`config.mk`:
```
export PLATFORM = sky130hd
export DESIGN_NAME = fft_readout_unit
export DESIGN_NICKNAME = d
export VERILOG_FILES = /design/src/rtl/fft_readout_unit.sv
export SDC_FILE = /design/constraint.sdc
export NUM_CORES = 1
export LEC_CHECK = 0
export CAP_MARGIN = 40
export CORE_MARGIN = 4
export CORE_UTILIZATION = 40
export DETAILED_ROUTE_END_ITERATION = 16
export GPL_ROUTABILITY_DRIVEN = 0
export SETUP_SLACK_MARGIN = 0.02
export SKIP_CTS_REPAIR_TIMING = 1
export SLEW_MARGIN = 10
export SYNTH_ARGS = -nofsm -noshare
export SYNTH_HDL_FRONTEND = slang
export SYNTH_SLANG_ARGS = --single-unit
```
`constraint.sdc`:
```
create_clock -name clk -period 18.8 [get_ports clk]
set_input_delay 3.76 -clock clk [delete_from_list [all_inputs] [get_ports clk]]
set_output_delay 3.76 -clock clk [all_outputs]
set_load 0.01 [all_outputs]
```
`src/rtl/fft_readout_unit.sv`:
```
`default_nettype none
// ============================================================================
// Module      : fft_readout_unit
// Description : Reader side of the FFT working-memory ping-pong. Streams the
//               half-spectrum bins 0..N/2-1 of the final result bank to a
//               valid/ready output. A credit-controlled FWFT FIFO with
//               registered outputs hides the RAM read latency.
// Options     : FFT_READOUT_MAG_EN - when defined, a registered stage replaces
//               {re,im} by max(|re|,|im|) + (min(|re|,|im|) >> 1).
// Revision    : 1.0 - initial release
// ============================================================================
module fft_readout_unit #(
  parameter int ADDR_W     = 10,
  parameter int DATA_W     = 16,
  parameter int RAM_LAT    = 2,
  parameter int FIFO_DEPTH = 4
) (
  input  logic                clk,
  input  logic                rst,
  input  logic                start_i,
  input  logic                bank_i,
  output logic [ADDR_W-1:0]   ram_addr_o,
  output logic                ram_rd_o,
  output logic                ram_sel_o,
  input  logic [DATA_W-1:0]   ram_re_i,
  input  logic [DATA_W-1:0]   ram_im_i,
  output logic                bin_valid_o,
  input  logic                bin_ready_i,
  output logic [ADDR_W-2:0]   bin_index_o,
  output logic [2*DATA_W-1:0] bin_data_o,
  output logic                bin_last_o,
  output logic                busy_o,
  output logic                done_o
);

  localparam int IDX_W   = ADDR_W - 1;
  localparam int ENTRY_W = 1 + IDX_W + 2*DATA_W;
  localparam int STORE_N = FIFO_DEPTH - 1;   // entries behind the output register
  localparam int PTR_W   = (STORE_N > 1) ? $clog2(STORE_N) : 1;
  localparam int CNT_W   = $clog2(FIFO_DEPTH + 1);
  localparam int CRD_W   = $clog2(FIFO_DEPTH + RAM_LAT + 2) + 1;
`ifdef FFT_READOUT_MAG_EN
  localparam int NL_STAGES = RAM_LAT;        // in-flight stages not landing this cycle
`else
  localparam int NL_STAGES = RAM_LAT - 1;
`endif
  localparam logic [IDX_W-1:0] LAST_IDX = {IDX_W{1'b1}};

  generate
    if (FIFO_DEPTH < RAM_LAT + 2 || RAM_LAT < 1) begin : g_param_check
      $error("fft_readout_unit: need RAM_LAT >= 1 and FIFO_DEPTH >= RAM_LAT+2");
    end
  endgenerate

  typedef enum logic [1:0] {
    S_IDLE  = 2'd0,
    S_READ  = 2'd1,
    S_DRAIN = 2'd2,
    S_DONE  = 2'd3
  } state_t;

  state_t                  state_q, state_d;
  logic                    rd_q, rd_d;
  logic [ADDR_W-1:0]       addr_q, addr_d;
  logic [IDX_W-1:0]        cnt_q, cnt_d;
  logic                    bank_q, bank_d;

  logic [RAM_LAT-1:0]      pipe_vld_q, pipe_vld_d;
  logic [RAM_LAT-1:0]      pipe_last_q, pipe_last_d;
  logic [IDX_W-1:0]        pipe_idx_q [RAM_LAT];
  logic [IDX_W-1:0]        pipe_idx_d [RAM_LAT];

  logic                    land_vld;
  logic [ENTRY_W-1:0]      land_entry;

  logic                    out_vld_q, out_vld_d;
  logic [ENTRY_W-1:0]      out_entry_q, out_entry_d;
  logic [ENTRY_W-1:0]      mem_q [STORE_N];
  logic [ENTRY_W-1:0]      mem_d [STORE_N];
  logic [PTR_W-1:0]        wr_ptr_q, wr_ptr_d, rd_ptr_q, rd_ptr_d;
  logic [CNT_W-1:0]        st_cnt_q, st_cnt_d;
  logic [CNT_W-1:0]        fifo_cnt_d;
  logic                    pop, st_push, st_pop;

  logic [CRD_W-1:0]        inflight_nl;
  logic                    credit_ok;

  function automatic logic [PTR_W-1:0] ptr_inc(input logic [PTR_W-1:0] p);
    return (p == PTR_W'(STORE_N - 1)) ? '0 : p + 1'b1;
  endfunction

  // Strobe, bin index and last flag shift alongside each outstanding RAM read.
  always_comb begin
    pipe_vld_d  = '0;
    pipe_last_d = '0;
    for (int i = 0; i < RAM_LAT; i++) pipe_idx_d[i] = '0;
    for (int i = RAM_LAT - 1; i > 0; i--) begin
      pipe_vld_d[i]  = pipe_vld_q[i-1];
      pipe_last_d[i] = pipe_last_q[i-1];
      pipe_idx_d[i]  = pipe_idx_q[i-1];
    end
    pipe_vld_d[0]  = rd_q;
    pipe_idx_d[0]  = addr_q[IDX_W-1:0];
    pipe_last_d[0] = rd_q && (addr_q[IDX_W-1:0] == LAST_IDX);
  end

`ifdef FFT_READOUT_MAG_EN
  logic                   mag_vld_q, mag_vld_d, mag_last_q, mag_last_d;
  logic [IDX_W-1:0]       mag_idx_q, mag_idx_d;
  logic [DATA_W:0]        mag_val_q, mag_val_d;
  logic signed [DATA_W:0] re_s, im_s;
  logic [DATA_W:0]        re_abs, im_abs, mag_max, mag_min;

  // Approximate magnitude of the word returning from RAM; DATA_W+1 bits never overflow.
  always_comb begin
    re_s   = {ram_re_i[DATA_W-1], ram_re_i};
    im_s   = {ram_im_i[DATA_W-1], ram_im_i};
    re_abs = re_s[DATA_W] ? $unsigned(-re_s) : $unsigned(re_s);
    im_abs = im_s[DATA_W] ? $unsigned(-im_s) : $unsigned(im_s);
    if (re_abs >= im_abs) begin
      mag_max = re_abs;
      mag_min = im_abs;
    end else begin
      mag_max = im_abs;
      mag_min = re_abs;
    end
    mag_val_d  = mag_max + (mag_min >> 1);
    mag_vld_d  = pipe_vld_q[RAM_LAT-1];
    mag_last_d = pipe_last_q[RAM_LAT-1];
    mag_idx_d  = pipe_idx_q[RAM_LAT-1];
  end

  // Magnitude stage register; cleared by reset so returning stale data is dropped.
  always_ff @(posedge clk or posedge rst) begin
    if (rst) begin
      mag_vld_q  <= 1'b0;
      mag_last_q <= 1'b0;
      mag_idx_q  <= '0;
      mag_val_q  <= '0;
    end else begin
      mag_vld_q  <= mag_vld_d;
      mag_last_q <= mag_last_d;
      mag_idx_q  <= mag_idx_d;
      mag_val_q  <= mag_val_d;
    end
  end

  assign land_vld   = mag_vld_q;
  assign land_entry = {mag_last_q, mag_idx_q, {(DATA_W-1){1'b0}}, mag_val_q};
`else
  assign land_vld   = pipe_vld_q[RAM_LAT-1];
  assign land_entry = {pipe_last_q[RAM_LAT-1], pipe_idx_q[RAM_LAT-1], ram_re_i, ram_im_i};
`endif

  // FWFT FIFO: output register holds the head, a small ring holds the rest.
  always_comb begin
    out_vld_d   = out_vld_q;
    out_entry_d = out_entry_q;
    mem_d       = mem_q;
    wr_ptr_d    = wr_ptr_q;
    rd_ptr_d    = rd_ptr_q;
    st_push     = 1'b0;
    st_pop      = 1'b0;
    pop         = out_vld_q & bin_ready_i;
    if (!out_vld_q || pop) begin
      if (st_cnt_q != '0) begin
        out_entry_d = mem_q[rd_ptr_q];
        out_vld_d   = 1'b1;
        st_pop      = 1'b1;
        st_push     = land_vld;
      end else begin
        out_vld_d = land_vld;
        if (land_vld) out_entry_d = land_entry;
      end
    end else begin
      st_push = land_vld;
    end
    if (st_push) begin
      mem_d[wr_ptr_q] = land_entry;
      wr_ptr_d        = ptr_inc(wr_ptr_q);
    end
    if (st_pop) rd_ptr_d = ptr_inc(rd_ptr_q);
    st_cnt_d   = st_cnt_q + CNT_W'(st_push) - CNT_W'(st_pop);
    fifo_cnt_d = CNT_W'(out_vld_d) + st_cnt_d;
  end

  // Credit check against next-cycle occupancy, then read sequencing FSM.
  always_comb begin
    inflight_nl = CRD_W'(rd_q);
    for (int i = 0; i < NL_STAGES; i++) inflight_nl = inflight_nl + CRD_W'(pipe_vld_q[i]);
    credit_ok = (CRD_W'(fifo_cnt_d) + inflight_nl) < CRD_W'(FIFO_DEPTH);

    state_d = state_q;
    rd_d    = 1'b0;
    addr_d  = addr_q;
    cnt_d   = cnt_q;
    bank_d  = bank_q;
    case (state_q)
      S_IDLE: begin
        if (start_i) begin
          state_d = S_READ;
          bank_d  = bank_i;
          rd_d    = 1'b1;
          addr_d  = '0;
          cnt_d   = IDX_W'(1);
        end
      end
      S_READ: begin
        if (credit_ok) begin
          rd_d   = 1'b1;
          addr_d = {1'b0, cnt_q};
          cnt_d  = cnt_q + 1'b1;
          if (cnt_q == LAST_IDX) state_d = S_DRAIN;
        end
      end
      S_DRAIN: begin
        if (pop && out_entry_q[ENTRY_W-1]) state_d = S_DONE;
      end
      default: state_d = S_IDLE;
    endcase
  end

  // State, read pipe and FIFO registers.
  always_ff @(posedge clk or posedge rst) begin
    if (rst) begin
      state_q     <= S_IDLE;
      rd_q        <= 1'b0;
      addr_q      <= '0;
      cnt_q       <= '0;
      bank_q      <= 1'b0;
      pipe_vld_q  <= '0;
      pipe_last_q <= '0;
      pipe_idx_q  <= '{default: '0};
      out_vld_q   <= 1'b0;
      out_entry_q <= '0;
      mem_q       <= '{default: '0};
      wr_ptr_q    <= '0;
      rd_ptr_q    <= '0;
      st_cnt_q    <= '0;
    end else begin
      state_q     <= state_d;
      rd_q        <= rd_d;
      addr_q      <= addr_d;
      cnt_q       <= cnt_d;
      bank_q      <= bank_d;
      pipe_vld_q  <= pipe_vld_d;
      pipe_last_q <= pipe_last_d;
      pipe_idx_q  <= pipe_idx_d;
      out_vld_q   <= out_vld_d;
      out_entry_q <= out_entry_d;
      mem_q       <= mem_d;
      wr_ptr_q    <= wr_ptr_d;
      rd_ptr_q    <= rd_ptr_d;
      st_cnt_q    <= st_cnt_d;
    end
  end

  assign ram_addr_o  = addr_q;
  assign ram_rd_o    = rd_q;
  assign ram_sel_o   = bank_q;
  assign bin_valid_o = out_vld_q;
  assign bin_last_o  = out_entry_q[ENTRY_W-1];
  assign bin_index_o = out_entry_q[2*DATA_W +: IDX_W];
  assign bin_data_o  = out_entry_q[2*DATA_W-1:0];
  assign busy_o      = (state_q == S_READ) || (state_q == S_DRAIN);
  assign done_o      = (state_q == S_DONE);

endmodule
`default_nettype wire

```
Word level (Yosys, flattened, before mapping)
Cells that the tools add are included.
- add/subtract/negate cells: 8
- order comparisons: 4
- eq/ne operators: 11
- muxes and demuxes: 30
- bitwise logic cells: 3
- reduce and logical (&&, ||, !) cells: 14
- operators by type and width (cell ; count):
    two-way mux 42 bit ; 5
    bitwise mux 126 bit ; 1
    binary-select mux 42 bit (select 2 bit) ; 1
    demux 42 bit (select 2 bit) ; 1
    two-way mux 10 bit ; 2
    one-hot mux 10 bit (2 select lines) ; 1
    equality test 9 bit (second input constant) ; 2
    two-way mux 9 bit ; 2
    one-hot mux 9 bit (2 select lines) ; 1
    two-way mux 2 bit ; 6
    adder 9 x 1 -> 9 bit (second input constant) ; 1
    equality test 2 bit (second input constant) ; 4
    two-way mux 1 bit ; 8
    inequality test 2 bit (second input constant) ; 4
    greater-or-equal comparator 3 bit (second input constant) ; 2
    inverter 2 -> 3 bit ; 2
    one-hot mux 2 bit (3 select lines) ; 1
    adder 2 x 1 -> 2 bit (second input constant) ; 2
    adder 3 x 2 -> 4 bit ; 1
    less-than comparator 4 x 3 -> 1 bit (second input constant) ; 1
    AND reduction 2 bit ; 2
    AND reduction 4 bit ; 1
    nonzero test 2 bit ; 2
    adder 1 x 3 -> 3 bit ; 1
    other kinds (13) ; 16
- flip-flop bits (word level): 221
- input bits: 37
- output and inout bits: 57
- logic and storage cells: 87

Depth between registers and ports, before layout
Gate-level depths: netlist of run 1.
- depth in word-level cells: 10
- depth in mapped cells: 17
- gate-level depth less buffers: 14

Worst setup path after synthesis of run 1
No wires, ideal clock.
- path kind: input to register
- start point: input bin_ready_i
- end point: register cnt_q[2]
- library setup time: 78 ps
- data arrival time: 6466 ps
- required time: 18722 ps
- slack: 12256 ps
- stages: 15
- buffers on the path: 1
- path through: nand2b_1 nand2_1 inv_1 ha_1 inv_1 ha_1 inv_1 fa_1 inv_1 ha_1 xnor3_1 o21a_1 clkbuf_1 or3_1 a21oi_1
- elaborated cells on any way between the ends: 12
- those cells by class: add/sub: 4; order compare: 1; eq/ne: 1; mux: 3; bitwise: 1; reduce/logical: 2
- RTL lines (what ; line ; source):
    start: declaration ; 28 ; input logic bin_ready_i,
    bitwise AND 1 bit ; 164 ; pop = out_vld_q & bin_ready_i;
    logical OR 1 bit ; 165 ; if (!out_vld_q || pop) begin
    two-way mux 1 bit ; 165 ;
    net st_pop ; 83 ; logic pop, st_push, st_pop;
    subtractor 3 x 1 -> 3 bit ; 183 ; st_cnt_d = st_cnt_q + CNT_W'(st_push) - CNT_W'(st_pop);
    net st_cnt_d[1] ; 81 ; logic [CNT_W-1:0] st_cnt_q, st_cnt_d;
    adder 1 x 3 -> 3 bit ; 184 ; fifo_cnt_d = CNT_W'(out_vld_d) + st_cnt_d;
    adder 3 x 2 -> 4 bit ; 191 ; credit_ok = (CRD_W'(fifo_cnt_d) + inflight_nl) < CRD_W'(FIFO_DEPTH);
    less-than comparator 4 x 3 -> 1 bit ; 191 ;
    inequality test 2 bit (no line) ; n/a ;
    AND reduction 3 bit (no line) ; n/a ;
    end signal: assignment ; 244 ; cnt_q <= cnt_d;
    end: declaration ; 65 ; logic [IDX_W-1:0] cnt_q, cnt_d;
The timed path passes the listed nets, and every way through them passes these cells.
A chain may end at the register's enable or synchronous reset.

Worst setup path after layout of run 1
- start point: input bin_ready_i
- end point: register addr_q[4], in the netlist ram_addr_o[4]
- elaborated cells on any way between the ends: 12
- those cells by class: add/sub: 4; order compare: 1; eq/ne: 1; mux: 3; bitwise: 1; reduce/logical: 2
- RTL lines (what ; line ; source):
    bitwise AND 1 bit ; 164 ;
    logical OR 1 bit ; 165 ;
    two-way mux 1 bit ; 165 ;
    net st_pop ; 83 ;
    subtractor 3 x 1 -> 3 bit ; 183 ;
    net st_cnt_d[1] ; 81 ;
    adder 1 x 3 -> 3 bit ; 184 ;
    adder 3 x 2 -> 4 bit ; 191 ;
    less-than comparator 4 x 3 -> 1 bit ; 191 ;
    inequality test 2 bit (no line) ; n/a ;
    AND reduction 3 bit (no line) ; n/a ;
    end signal: assignment ; 243 ; addr_q <= addr_d;
    end: declaration ; 64 ; logic [ADDR_W-1:0] addr_q, addr_d;
The timed path passes the listed nets, and every way through them passes these cells.

==> impl_metrics.sql, run 1 <==
INSERT INTO impl_metrics (metric_group, metric, value, unit) VALUES
('grt', 'grt_pass1_vias', '6271', ''),
('cts', 'clock-sinks', '220', ''),
('power_and_ir_drop', 'share_seq_of_total_power', '38.0', '%'),
('power_and_ir_drop', 'power.density_cell_area', '170.9', 'nW/µm²'),
('route', 'totalWireLength', '19.74', 'mm'),
('cts', 'clockBufferDepth', '3', ''),
('setup_path', 'critPathCaptureType', 'register', ''),
('grt', 'grt_first_pass_wirelength', '33.34', 'mm'),
('cells_and_area', 'stdcell_area', '11670', 'µm²'),
('sta', 'holdWs', '346.3', 'ps'),
('cts', 'cts.root.buffer_cell', 'sky130_fd_sc_hd__clkbuf_16', ''),
('sta', 'finalClockSkew', '6.503', 'ps'),
('cells_and_area', 'synthToLayoutAreaGrowth', '20.87', '%'),
('placed_design', 'detailedPlacementHpwl', '11.50', 'mm'),
('logic_synthesis', 'synth.top_cells.by_area', 'sky130_fd_sc_hd__dfrtp_1 (57%), sky130_fd_sc_hd__mux2_2 (10%), sky130_fd_sc_hd__mux2_4 (6.1%)', ''),
('cells_and_area', 'ant_cells', '0', ''),
('logic_synthesis', 'avgSynthCellArea', '12.52', 'µm²'),
('logic_synthesis', 'netlist.top_cell.by_area', 'sky130_fd_sc_hd__dfrtp_1', ''),
('grt', 'antenna_found_initial', '0', ''),
('sta', 'final.period_utilization', '36.46', '%'),
('sta', 'post-route-worst-setup-slack', '11940', 'ps'),
('route', 'antenna_violating_nets_post_route', '0', ''),
('setup_path', 'crit_arrival', '7300', 'ps'),
('floorplanning', 'floorplan.die_area', '26690', 'µm²'),
('floorplanning', 'initial_core_util', '40.90', '%'),
('min_path', 'worstHoldPathCells', '0', ''),
('logic_synthesis', 'synth_area', '9657', 'µm²'),
('cts', 'cts_bufs_inserted', '25', ''),
('setup_path', 'r2r-end', 'ram_addr_o[4]', ''),
('floorplanning', 'die_height', '163.4', 'µm'),
('run_status', 'status', 'finished, final reports clean', ''),
('setup_path', 'slowest_delay', '640', 'ps'),
('setup_path', 'timing.setup.critical_path_class', 'in -> reg', ''),
('logic_synthesis', 'synth-seq-cells', '220', ''),
('run', 'drv_cap', '0', ''),
('route', 'drt_pre_antenna_iters', '4', ''),
('setup_path', 'timing.critical_path.cells', 'clkdlybuf4s50_1, nand2b_1, nand2_1, inv_1, ha_1, inv_1, ha_1, inv_1, fa_1, inv_1, ha_1, xnor3_1, nor3_1, buf_4, a22o_1', ''),
('cts', 'clk_latency', '510', 'ps'),
('logic_synthesis', 'synth-warning-count', '0', ''),
('setup_path', 'cpMaxStageDelayCell', 'sky130_fd_sc_hd__nor3_1', ''),
('power_and_ir_drop', 'p_total', '1.995', 'mW'),
('logic_synthesis', 'synth.lib_cells_used.distinct', '39', ''),
('logic_synthesis', 'yosysSeqAreaShare', '57.01', '%'),
('floorplanning', 'coreArea', '23610', 'µm²'),
('sta', 'report.final.setup_viol', '0', ''),
('placed_design', 'post-place-ws', '11420', 'ps'),
('route', 'post_drt_via_cell_ratio', '5.059', ''),
('power_and_ir_drop', 'irDropWorstVdd', '0.08192', 'mV'),
('cells_and_area', 'sequential_cell_area', '5508', 'µm²'),
('setup_path', 'worst_r2r_startpoint', 'st_cnt_q[1]', ''),
('min_path', 'whs_endpoint', 'land_entry[32]', ''),
('sta', 'report.final.hold_viol_count', '0', ''),
('setup_path', 'cp.required', '19240', 'ps'),
('floorplanning', 'rows', '56', ''),
('min_path', 'worstHoldPathType', 'reg -> reg', ''),
('power_and_ir_drop', 'internal_power', '1.344', 'mW'),
('cts', 'cts.reportedPaths.clkPinSlew', '60', 'ps'),
('sta', 'final_max_slew_viol_count', '0', ''),
('logic_synthesis', 'synth-edff-count', '0', ''),
('route', 'detail_route.drc_violations', '0', ''),
('route', 'routed-via-count', '5970', ''),
('setup_path', 'reg2regPathDepth', '13', ''),
('route', 'wire_per_inst', '16.73', 'µm'),
('power_and_ir_drop', 'comb_power_share', '37.6', '%'),
('placed_design', 'placement.cell_area', '10830', 'µm²'),
('grt', 'grt_start_max_net_pins', '91', ''),
('power_and_ir_drop', 'power.share.switching', '32.65', '%'),
('sta', 'tightestPinTransition', '873.4', 'ps'),
('cts', 'htree_levels', '1', ''),
('route', 'drtIter0Drc', '321', ''),
('sta', 'finalSetupTns', '0', 'ps');
layout by cell type, fill, tap and decap left out, types with 12 or more instances in the layout:
cell type | netlist | final
sky130_fd_sc_hd__o21ai_0 | 91 | 91
sky130_fd_sc_hd__mux2_4 | 39 | 39
sky130_fd_sc_hd__mux2i_1 | 42 | 42
sky130_fd_sc_hd__ha_1 | 12 | 12
sky130_fd_sc_hd__mux2_2 | 90 | 90
sky130_fd_sc_hd__nand2_1 | 99 | 99
sky130_fd_sc_hd__clkdlybuf4s50_1 | 0 | 92
sky130_fd_sc_hd__clkbuf_16 | 0 | 25
sky130_fd_sc_hd__o211ai_1 | 42 | 42
sky130_fd_sc_hd__dfrtp_1 | 220 | 218
cells by family (layout without fill, tap and decap cells):
logic type                 count (synthesis)  after routing  synth area share (%)
other                                      1              1               0.03883
AOI/OAI and AO/OA                        162            162                 10.18
buffers and inverters                     69            159                 3.680
xor gates and xnor gates                   3              3                0.4924
and+or+nand+nor                          132            132                 5.921
muxes                                    171            171                 20.91
DFF                                      220            220                 57.01
adders and majority gates                 13             13                 1.762
power groups by stage:
stage	sequential, mW	combinational (mW)	clock (mW)
floorplan	0.759	0.529	0
CTS	0.761	0.765	0.499
detailed placement	0.766	0.762	0
global placement	0.762	0.746	0
finish	0.759	0.750	0.486
global route	0.784	0.841	0.523
state kept, by name, summed over array words and instances, names as in the netlist, 2 cells and up:
register,count
pipe_vld_q,2
ram_addr_o,9
land_entry,9
pipe_idx_d,9
st_cnt_q,3
pipe_last_q,2
cnt_q,9
mem_q,126
rd_ptr_q,2
wr_ptr_q,2
state_q,2
out_entry_q,42
layer usage:
layer	track usage [%]	up-vias	part of all wire [%]
li1	-	2871	-
met1	22.35	2984	49
met2	23.85	88	45
met3	2.650	27	4.2
met4	3.431	0	1.5
met5	0	-	0
critical path, delay by kind of cell:
kind	cells	cell delay, ps
AO/OA/AOI/OAI	1	130
XOR/XNOR	1	400
adder cells (fa/ha/maj)	4	1080
buffers and inverters	6	920
AND/OR/NAND/NOR	3	1010
worst max path at each step:
stage / start / end / cells after the start
2_1_floorplan: rst / bin_valid_o / 1
3_3_place_gp: bin_ready_i / cnt_q[0] / 14
3_5_place_dp: bin_ready_i / cnt_q[7] / 15
4_1_cts: bin_ready_i / ram_addr_o[4] / 15
5_1_grt: bin_ready_i / ram_addr_o[8] / 15
6_report: bin_ready_i / ram_addr_o[4] / 15
stage by stage:
stage          util [%]  cells
2_1_floorplan         -    771
3_3_place_gp      45.59   1132
3_5_place_dp      45.86   1135
4_1_cts           49.43   1180
5_1_grt           49.43   1180
6_report          49.43   1180
final cells by class:
class	count	share of cell area, %
Tap cell	319	3.419
Timing Repair Buffer	104	9.004
Sequential cell	220	47.19
Multi-Input combinational cell	482	32.77
Inverter	10	0.3859
Clock buffer	36	6.571
Clock inverter	9	0.6646
Yosys cell counts, types with 2 or more instances:
cell type                  number
sky130_fd_sc_hd__buf_2          8
sky130_fd_sc_hd__buf_1          4
sky130_fd_sc_hd__and3_1         4
sky130_fd_sc_hd__o21ai_1        2
sky130_fd_sc_hd__buf_4         15
sky130_fd_sc_hd__nand2_1       99
sky130_fd_sc_hd__o211ai_1      42
sky130_fd_sc_hd__nand2b_1       2
sky130_fd_sc_hd__or4_1          2
sky130_fd_sc_hd__o21ai_0       91
sky130_fd_sc_hd__clkbuf_1      28
sky130_fd_sc_hd__inv_1         10
sky130_fd_sc_hd__mux2i_1       42
sky130_fd_sc_hd__o31ai_1        4
sky130_fd_sc_hd__ha_1          12
sky130_fd_sc_hd__mux2_2        90
sky130_fd_sc_hd__a21oi_1        9
sky130_fd_sc_hd__nand4_1        4
sky130_fd_sc_hd__a22o_1        10
sky130_fd_sc_hd__mux2_4        39
sky130_fd_sc_hd__or3_1          6
sky130_fd_sc_hd__nor3_1         2
sky130_fd_sc_hd__dfrtp_1      220
sky130_fd_sc_hd__buf_6          4
sky130_fd_sc_hd__nor2_1         6
sky130_fd_sc_hd__nor2b_1        3
Power figures use the tool's default switching activity.
==> inputs of run 2 (changes only) <==
clock period = 5.6 ns   (was 18.8 ns; I/O delays follow)
==> impl_metrics.sql, run 2 (synthesized netlist as in run 1, its figures left out) <==
INSERT INTO impl_metrics (metric_group, metric, value, unit) VALUES
('run_status', 'status', 'finished, final reports clean', ''),
('cts', 'cts.root.buffer_cell', 'sky130_fd_sc_hd__clkbuf_16', ''),
('power_and_ir_drop', 'power.share.switching', '32.31', '%'),
('setup_path', 'timing.setup.critical_path_class', 'in -> reg', ''),
('sta', 'fin_crit', '4216', 'ps'),
('grt', 'grt_util_all_layers', '15.26', '%'),
('grt', 'grt_start_max_net_pins', '131', ''),
('route', 'route.layer.met1.wl', '9.544', 'mm'),
('sta', 'finalSetupTns', '0', 'ps'),
('cells_and_area', 'ant_cells', '0', ''),
('route', 'drtIter0Drc', '297', ''),
('route', 'wire_per_inst', '16.89', 'µm'),
('route', 'totalWireLength', '19.85', 'mm'),
('cts', 'clock-sinks', '220', ''),
('grt', 'grt_pass1_vias', '6252', ''),
('placed_design', 'placement.cell_area', '10870', 'µm²'),
('cells_and_area', 'sequential_cell_area', '5508', 'µm²'),
('power_and_ir_drop', 'power.density_cell_area', '574.8', 'nW/µm²'),
('setup_path', 'crit_arrival', '4640', 'ps'),
('floorplanning', 'initial_core_util', '40.90', '%'),
('cells_and_area', 'layout-drive-gt1-share', '22.08', '%'),
('setup_path', 'timing.critical_path.from_type', 'primary input', ''),
('route', 'detail_route.drc_violations', '0', ''),
('setup_path', 'critPathCaptureType', 'register', ''),
('cells_and_area', 'final_net_count', '893', ''),
('setup_path', 'critPathMaxFanout', '12', ''),
('floorplanning', 'die_w', '163.4', 'µm'),
('power_and_ir_drop', 'power.leakage', '5.186', 'nW'),
('cells_and_area', 'largest_registers', 'mem_q x126, out_entry_q x42', ''),
('route', 'routed-via-count', '5972', ''),
('route', 'post_drt_via_cell_ratio', '5.083', ''),
('cts', 'clk_latency', '510', 'ps'),
('floorplanning', 'floorplan.die_area', '26690', 'µm²'),
('grt', 'global_route.overflow_total', '0', ''),
('sta', 'report.final.hold_viol_count', '0', ''),
('route', 'drt_pre_antenna_iters', '4', ''),
('setup_path', 'cp.required', '6030', 'ps'),
('sta', 'clock.fmax', '237.2', 'MHz'),
('sta', 'finalClockSkew', '16.76', 'ps'),
('power_and_ir_drop', 'p_total', '6.715', 'mW'),
('min_path', 'worstHoldPathType', 'reg -> reg', ''),
('placed_design', 'place.port_buffers', '92', ''),
('floorplanning', 'die_height', '163.4', 'µm'),
('placed_design', 'detailedPlacementHpwl', '11.92', 'mm'),
('cts', 'cts.reportedPaths.clkPinSlew', '60', 'ps'),
('cells_and_area', 'fillerInstances', '2104', ''),
('cells_and_area', 'stdcell_area', '11680', 'µm²'),
('floorplanning', 'rows', '56', ''),
('grt', 'grt_first_pass_wirelength', '33.41', 'mm'),
('power_and_ir_drop', 'comb_power_share', '37.8', '%'),
('run', 'drv_cap', '0', ''),
('route', 'routed.top_layer', 'met4', ''),
('power_and_ir_drop', 'pwr-share-clk', '24.0', '%'),
('cells_and_area', 'layout.cells.most_common_list', 'sky130_fd_sc_hd__dfrtp_1 (218), sky130_fd_sc_hd__nand2_1 (99), sky130_fd_sc_hd__clkdlybuf4s50_1 (92)', ''),
('power_and_ir_drop', 'share_seq_of_total_power', '38.3', '%'),
('sta', 'final_max_slew_viol_count', '0', ''),
('placed_design', 'post-place-ws', '862.1', 'ps'),
('route', 'antenna_violating_nets_post_route', '0', ''),
('cells_and_area', 'synthToLayoutAreaGrowth', '20.98', '%'),
('grt', 'antenna_found_initial', '0', ''),
('cts', 'htree_levels', '1', ''),
('cells_and_area', 'layout.cells.most_common', 'sky130_fd_sc_hd__dfrtp_1', ''),
('power_and_ir_drop', 'switchingPower', '2.170', 'mW'),
('cells_and_area', 'multi_input_comb_area', '3829', 'µm²'),
('sta', 'post-route-worst-setup-slack', '1384', 'ps'),
('floorplanning', 'coreArea', '23610', 'µm²'),
('cts', 'clockBufferDepth', '3', ''),
('sta', 'worst_slew_margin_rel', '42.68', '%'),
('route', 'route.met3.wl', '758', 'µm'),
('cts', 'tritoncts', 'yes', ''),
('floorplanning', 'io_pins', '94', ''),
('cells_and_area', 'largest_register_ff_count', '126', ''),
('route', 'dr_wl_met2', '9.214', 'mm'),
('sta', 'rsz_0062_raised_after_global_routing', 'false', ''),
('cells_and_area', 'largest-register', 'mem_q', ''),
('sta', 'tightestPinTransition', '859.8', 'ps'),
('cts', 'cts_bufs_inserted', '25', ''),
('power_and_ir_drop', 'irDropWorstVdd', '0.2717', 'mV'),
('sta', 'final.period_utilization', '75.28', '%'),
('sta', 'report.final.setup_viol', '0', ''),
('power_and_ir_drop', 'internal_power', '4.546', 'mW');
[run 2: changes by cell type in the layout (fill, tap and decap cells not counted), sizes merged]
cell / previous run / this run
bufinv: 1 / 2
clkinv: 5 / 2
inv: 10 / 9
clkinvlp: 3 / 1
[run 2: path summary, 6_finish.rpt]
path / cells after the start / from / slack [ps] / endpoint
worst max-delay path: 15 / bin_ready_i / 1380 / cnt_q[5]
worst min-delay path: 0 / pipe_idx_d[6] / 350 / land_entry[38]
worst max register to register: 13 / st_cnt_q[1] / 1550 / cnt_q[5]
worst min register to register: 0 / pipe_idx_d[6] / 350 / land_entry[38]
max in group asynchronous: 3 / rst / 3450 / rd_ptr_q[0]
min in group asynchronous: 2 / rst / 1020 / mem_q[73]
[run 2: stage by stage]
| stage | std cells | hold WS, ps | utilization (%) |
|---|---|---|---|
| global route | 1175 | 349.4 | 49.48 |
| floorplan | 771 | 331.2 | - |
| CTS | 1175 | 346.2 | 49.48 |
| finish | 1175 | 345.3 | 49.48 |
| detailed placement | 1135 | 334.7 | 46.02 |
| global placement | 1131 | 331.4 | 45.61 |
[run 2: cell type report]
class | count | area share (%)
Multi-Input combinational cell | 482 | 32.77
Timing Repair Buffer | 104 | 9.318
Clock buffer | 36 | 6.394
Tap cell | 319 | 3.417
Clock inverter | 4 | 0.5998
Sequential cell | 220 | 47.15
Inverter | 10 | 0.3534
[run 2: power by group through the flow]
stage	Combinational [mW]	Clock, mW	Sequential, mW
after floorplan	1.78	0	2.55
after global placement	2.45	0	2.62
after detailed placement	2.58	0	2.60
after CTS	2.58	1.66	2.58
after global routing	2.83	1.72	2.66
final	2.54	1.61	2.57
[run 2: worst max-delay path, cell delays in order]
cell and delay, ps:
sky130_fd_sc_hd__clkdlybuf4s50_1 450, sky130_fd_sc_hd__nand2b_1 210, sky130_fd_sc_hd__nand2_1 140, sky130_fd_sc_hd__inv_1 60, sky130_fd_sc_hd__ha_1 280, sky130_fd_sc_hd__inv_1 60
sky130_fd_sc_hd__ha_1 120, sky130_fd_sc_hd__inv_1 40, sky130_fd_sc_hd__fa_1 480, sky130_fd_sc_hd__inv_1 60, sky130_fd_sc_hd__ha_1 200, sky130_fd_sc_hd__xnor3_1 400
sky130_fd_sc_hd__o21a_1 330, sky130_fd_sc_hd__or4_1 530, sky130_fd_sc_hd__a21oi_1 150
[run 2: metal layers]
| metal | track usage (%) | vias up |
|---|---|---|
| li1 | - | 2859 |
| met1 | 22.02 | 2994 |
| met2 | 24.47 | 93 |
| met3 | 2.650 | 26 |
| met4 | 3.126 | 0 |
| met5 | 0 | - |
==> inputs of run 3 (changes only) <==
clock period = 3.5 ns   (was 5.6 ns; I/O delays follow)
==> impl_metrics.sql, run 3 (synthesized netlist as in run 1, its figures left out) <==
INSERT INTO impl_metrics (metric_group, metric, value, unit) VALUES
('run_status', 'status', 'finished, final reports clean', ''),
('cells_and_area', 'largest-register', 'mem_q', ''),
('cts', 'cts_bufs_inserted', '25', ''),
('setup_path', 'worst_r2r_startpoint', 'st_cnt_q[1]', ''),
('cts', 'cts.reportedPaths.clkPinSlew', '60', 'ps'),
('sta', 'final.period_utilization', '96.14', '%'),
('cells_and_area', 'fillerInstances', '2075', ''),
('setup_path', 'critPathMaxFanout', '6', ''),
('setup_path', 'timing.setup.critical_path_class', 'reg -> reg', ''),
('route', 'post_drt_via_cell_ratio', '5.110', ''),
('cells_and_area', 'largest_registers', 'mem_q x126, out_entry_q x42', ''),
('setup_path', 'cp.required', '3940', 'ps'),
('sta', 'finalClockSkew', '7.890', 'ps'),
('cells_and_area', 'layout.cells.most_common_list', 'sky130_fd_sc_hd__dfrtp_1 (218), sky130_fd_sc_hd__nand2_1 (97), sky130_fd_sc_hd__clkdlybuf4s50_1 (91)', ''),
('grt', 'grt_start_max_net_pins', '75', ''),
('sta', 'post-route-worst-setup-slack', '135.1', 'ps'),
('setup_path', 'r2r-end', 'cnt_q[5]', ''),
('cts', 'tritoncts', 'yes', ''),
('sta', 'worst_slew_margin_rel', '50.79', '%'),
('cts', 'clockBufferDepth', '3', ''),
('sta', 'rsz_0062_raised_after_global_routing', 'true', ''),
('route', 'totalWireLength', '20.05', 'mm'),
('power_and_ir_drop', 'p_total', '11.03', 'mW'),
('min_path', 'worstHoldPathCells', '0', ''),
('cts', 'clk_latency', '510', 'ps'),
('cells_and_area', 'largest_register_ff_count', '126', ''),
('route', 'detail_route.drc_violations', '0', ''),
('setup_path', 'critPathCaptureType', 'register', ''),
('grt', 'antenna_found_initial', '0', ''),
('cells_and_area', 'layout.cells.most_common', 'sky130_fd_sc_hd__dfrtp_1', ''),
('route', 'drtIter0Drc', '259', ''),
('cells_and_area', 'sequential_cell_area', '5508', 'µm²'),
('grt', 'grt_first_pass_wirelength', '33.39', 'mm'),
('setup_path', 'crit_arrival', '3810', 'ps'),
('min_path', 'whs_endpoint', 'land_entry[34]', ''),
('floorplanning', 'initial_core_util', '40.90', '%'),
('run', 'drv_cap', '0', ''),
('cts', 'htree_levels', '1', ''),
('cells_and_area', 'synthToLayoutAreaGrowth', '23.43', '%'),
('sta', 'holdWs', '346.1', 'ps'),
('placed_design', 'detailedPlacementHpwl', '11.96', 'mm'),
('cells_and_area', 'ant_cells', '0', ''),
('floorplanning', 'io_pins', '94', ''),
('min_path', 'worstHoldPathType', 'reg -> reg', ''),
('setup_path', 'r2r_slack', '140', 'ps'),
('route', 'routed-via-count', '6106', ''),
('cells_and_area', 'layout-drive-gt1-share', '25.34', '%'),
('sta', 'report.final.setup_viol', '0', ''),
('cts', 'clock-sinks', '220', ''),
('grt', 'global_route.overflow_total', '0', ''),
('floorplanning', 'floorplan.die_area', '26690', 'µm²'),
('route', 'wire_per_inst', '16.78', 'µm'),
('sta', 'tightestPinTransition', '738.1', 'ps'),
('setup_path', 'critPathLaunch', 'st_cnt_q[1]', ''),
('cells_and_area', 'utilization', '50.48', '%'),
('grt', 'grt_pass1_vias', '6232', ''),
('power_and_ir_drop', 'irDropWorstVdd', '0.5472', 'mV'),
('grt', 'grt_util_all_layers', '15.29', '%'),
('route', 'drt_pre_antenna_iters', '4', ''),
('floorplanning', 'die_w', '163.4', 'µm'),
('floorplanning', 'die_height', '163.4', 'µm'),
('placed_design', 'place.port_buffers', '92', ''),
('sta', 'fin_crit', '3365', 'ps'),
('cts', 'cts.root.buffer_cell', 'sky130_fd_sc_hd__clkbuf_16', ''),
('setup_path', 'timing.critical_path.from_type', 'register', ''),
('route', 'antenna_violating_nets_post_route', '0', ''),
('sta', 'final_max_slew_viol_count', '0', ''),
('floorplanning', 'rows', '56', ''),
('placed_design', 'post-place-ws', '-436.6', 'ps'),
('cells_and_area', 'final_net_count', '909', ''),
('setup_path', 'reg2regPathDepth', '13', ''),
('power_and_ir_drop', 'power.leakage', '5.303', 'nW'),
('sta', 'clock.fmax', '297.2', 'MHz'),
('cells_and_area', 'multi_input_comb_area', '3905', 'µm²'),
('floorplanning', 'coreArea', '23610', 'µm²'),
('power_and_ir_drop', 'power.density_cell_area', '925.4', 'nW/µm²'),
('min_path', 'hold_path.startpoint', 'pipe_idx_d[2]', ''),
('sta', 'report.final.hold_viol_count', '0', '');
==> run 3: cell types whose count changed in the layout (fill, tap and decap cells not counted), moves of 2 or more <==
cell,delta
sky130_fd_sc_hd__inv_2,+3
sky130_fd_sc_hd__buf_4,+11
sky130_fd_sc_hd__inv_1,-3
sky130_fd_sc_hd__ha_1,-2
sky130_fd_sc_hd__buf_12,+5
sky130_fd_sc_hd__nand2_1,-2
sky130_fd_sc_hd__clkbuf_8,-2
sky130_fd_sc_hd__nor2b_1,-2
sky130_fd_sc_hd__clkinv_2,+2
sky130_fd_sc_hd__clkbuf_1,+3
==> run 3: metal layers <==
metal  routed length [µm]  global-route usage, %  vias to the layer above
li1                     -                      -                     2908
met1                 9407                  21.59                     3062
met2                 9400                  24.74                      104
met3                  820                  2.473                       32
met4                  420                  4.079                        0
met5                    0                      0                        -
==> run 3: how the worst max path moves through the flow <==
| stage | cells past startpoint | slack [ps] | endpoint |
|---|---|---|---|
| 6_report | 13 | 140 | cnt_q[5] |
| 5_1_grt | 13 | -7 | cnt_q[5] |
| 4_1_cts | 13 | -50 | cnt_q[5] |
| 3_5_place_dp | 15 | -440 | cnt_q[5] |
| 3_3_place_gp | 15 | -410 | state_q[1] |
| 2_1_floorplan | 1 | -70 | bin_valid_o |
==> run 3: layout make-up <==
type	instances	area share (%)
inverters	10	0.3464
clock inverters	7	0.7453
well taps	319	3.349
clock buffers	37	6.131
repair buffers	119	10.46
multi-input cells	483	32.76
flip-flops and latches	220	46.21
==> run 3: through the flow <==
| step | cells | TNS, ps | instance area, µm² |
|---|---|---|---|
| global route | 1195 | -7.183 | 11920 |
| finish | 1195 | 0 | 11920 |
| floorplan | 771 | -14980 | 9707 |
| global placement | 1145 | -7089 | 10970 |
| detailed placement | 1147 | -7709 | 11010 |
| CTS | 1191 | -488.9 | 11830 |
==> run 3: worst max-delay path: stages, from the launching register on <==
cell and delay (ps):
sky130_fd_sc_hd__dfrtp_1 370, sky130_fd_sc_hd__or3_4 430, sky130_fd_sc_hd__o21ai_4 140, sky130_fd_sc_hd__ha_1 240
sky130_fd_sc_hd__inv_1 60, sky130_fd_sc_hd__ha_2 160, sky130_fd_sc_hd__inv_2 40, sky130_fd_sc_hd__fa_2 520
sky130_fd_sc_hd__inv_2 50, sky130_fd_sc_hd__ha_4 150, sky130_fd_sc_hd__xnor3_2 300, sky130_fd_sc_hd__o21a_4 270
sky130_fd_sc_hd__or4_4 420, sky130_fd_sc_hd__a21oi_2 140
==> run 3: report_power, final <==
part	internal (mW)	switching, mW
registers	3.53	0.567
logic	2.31	2.04
clock network	1.58	1.00
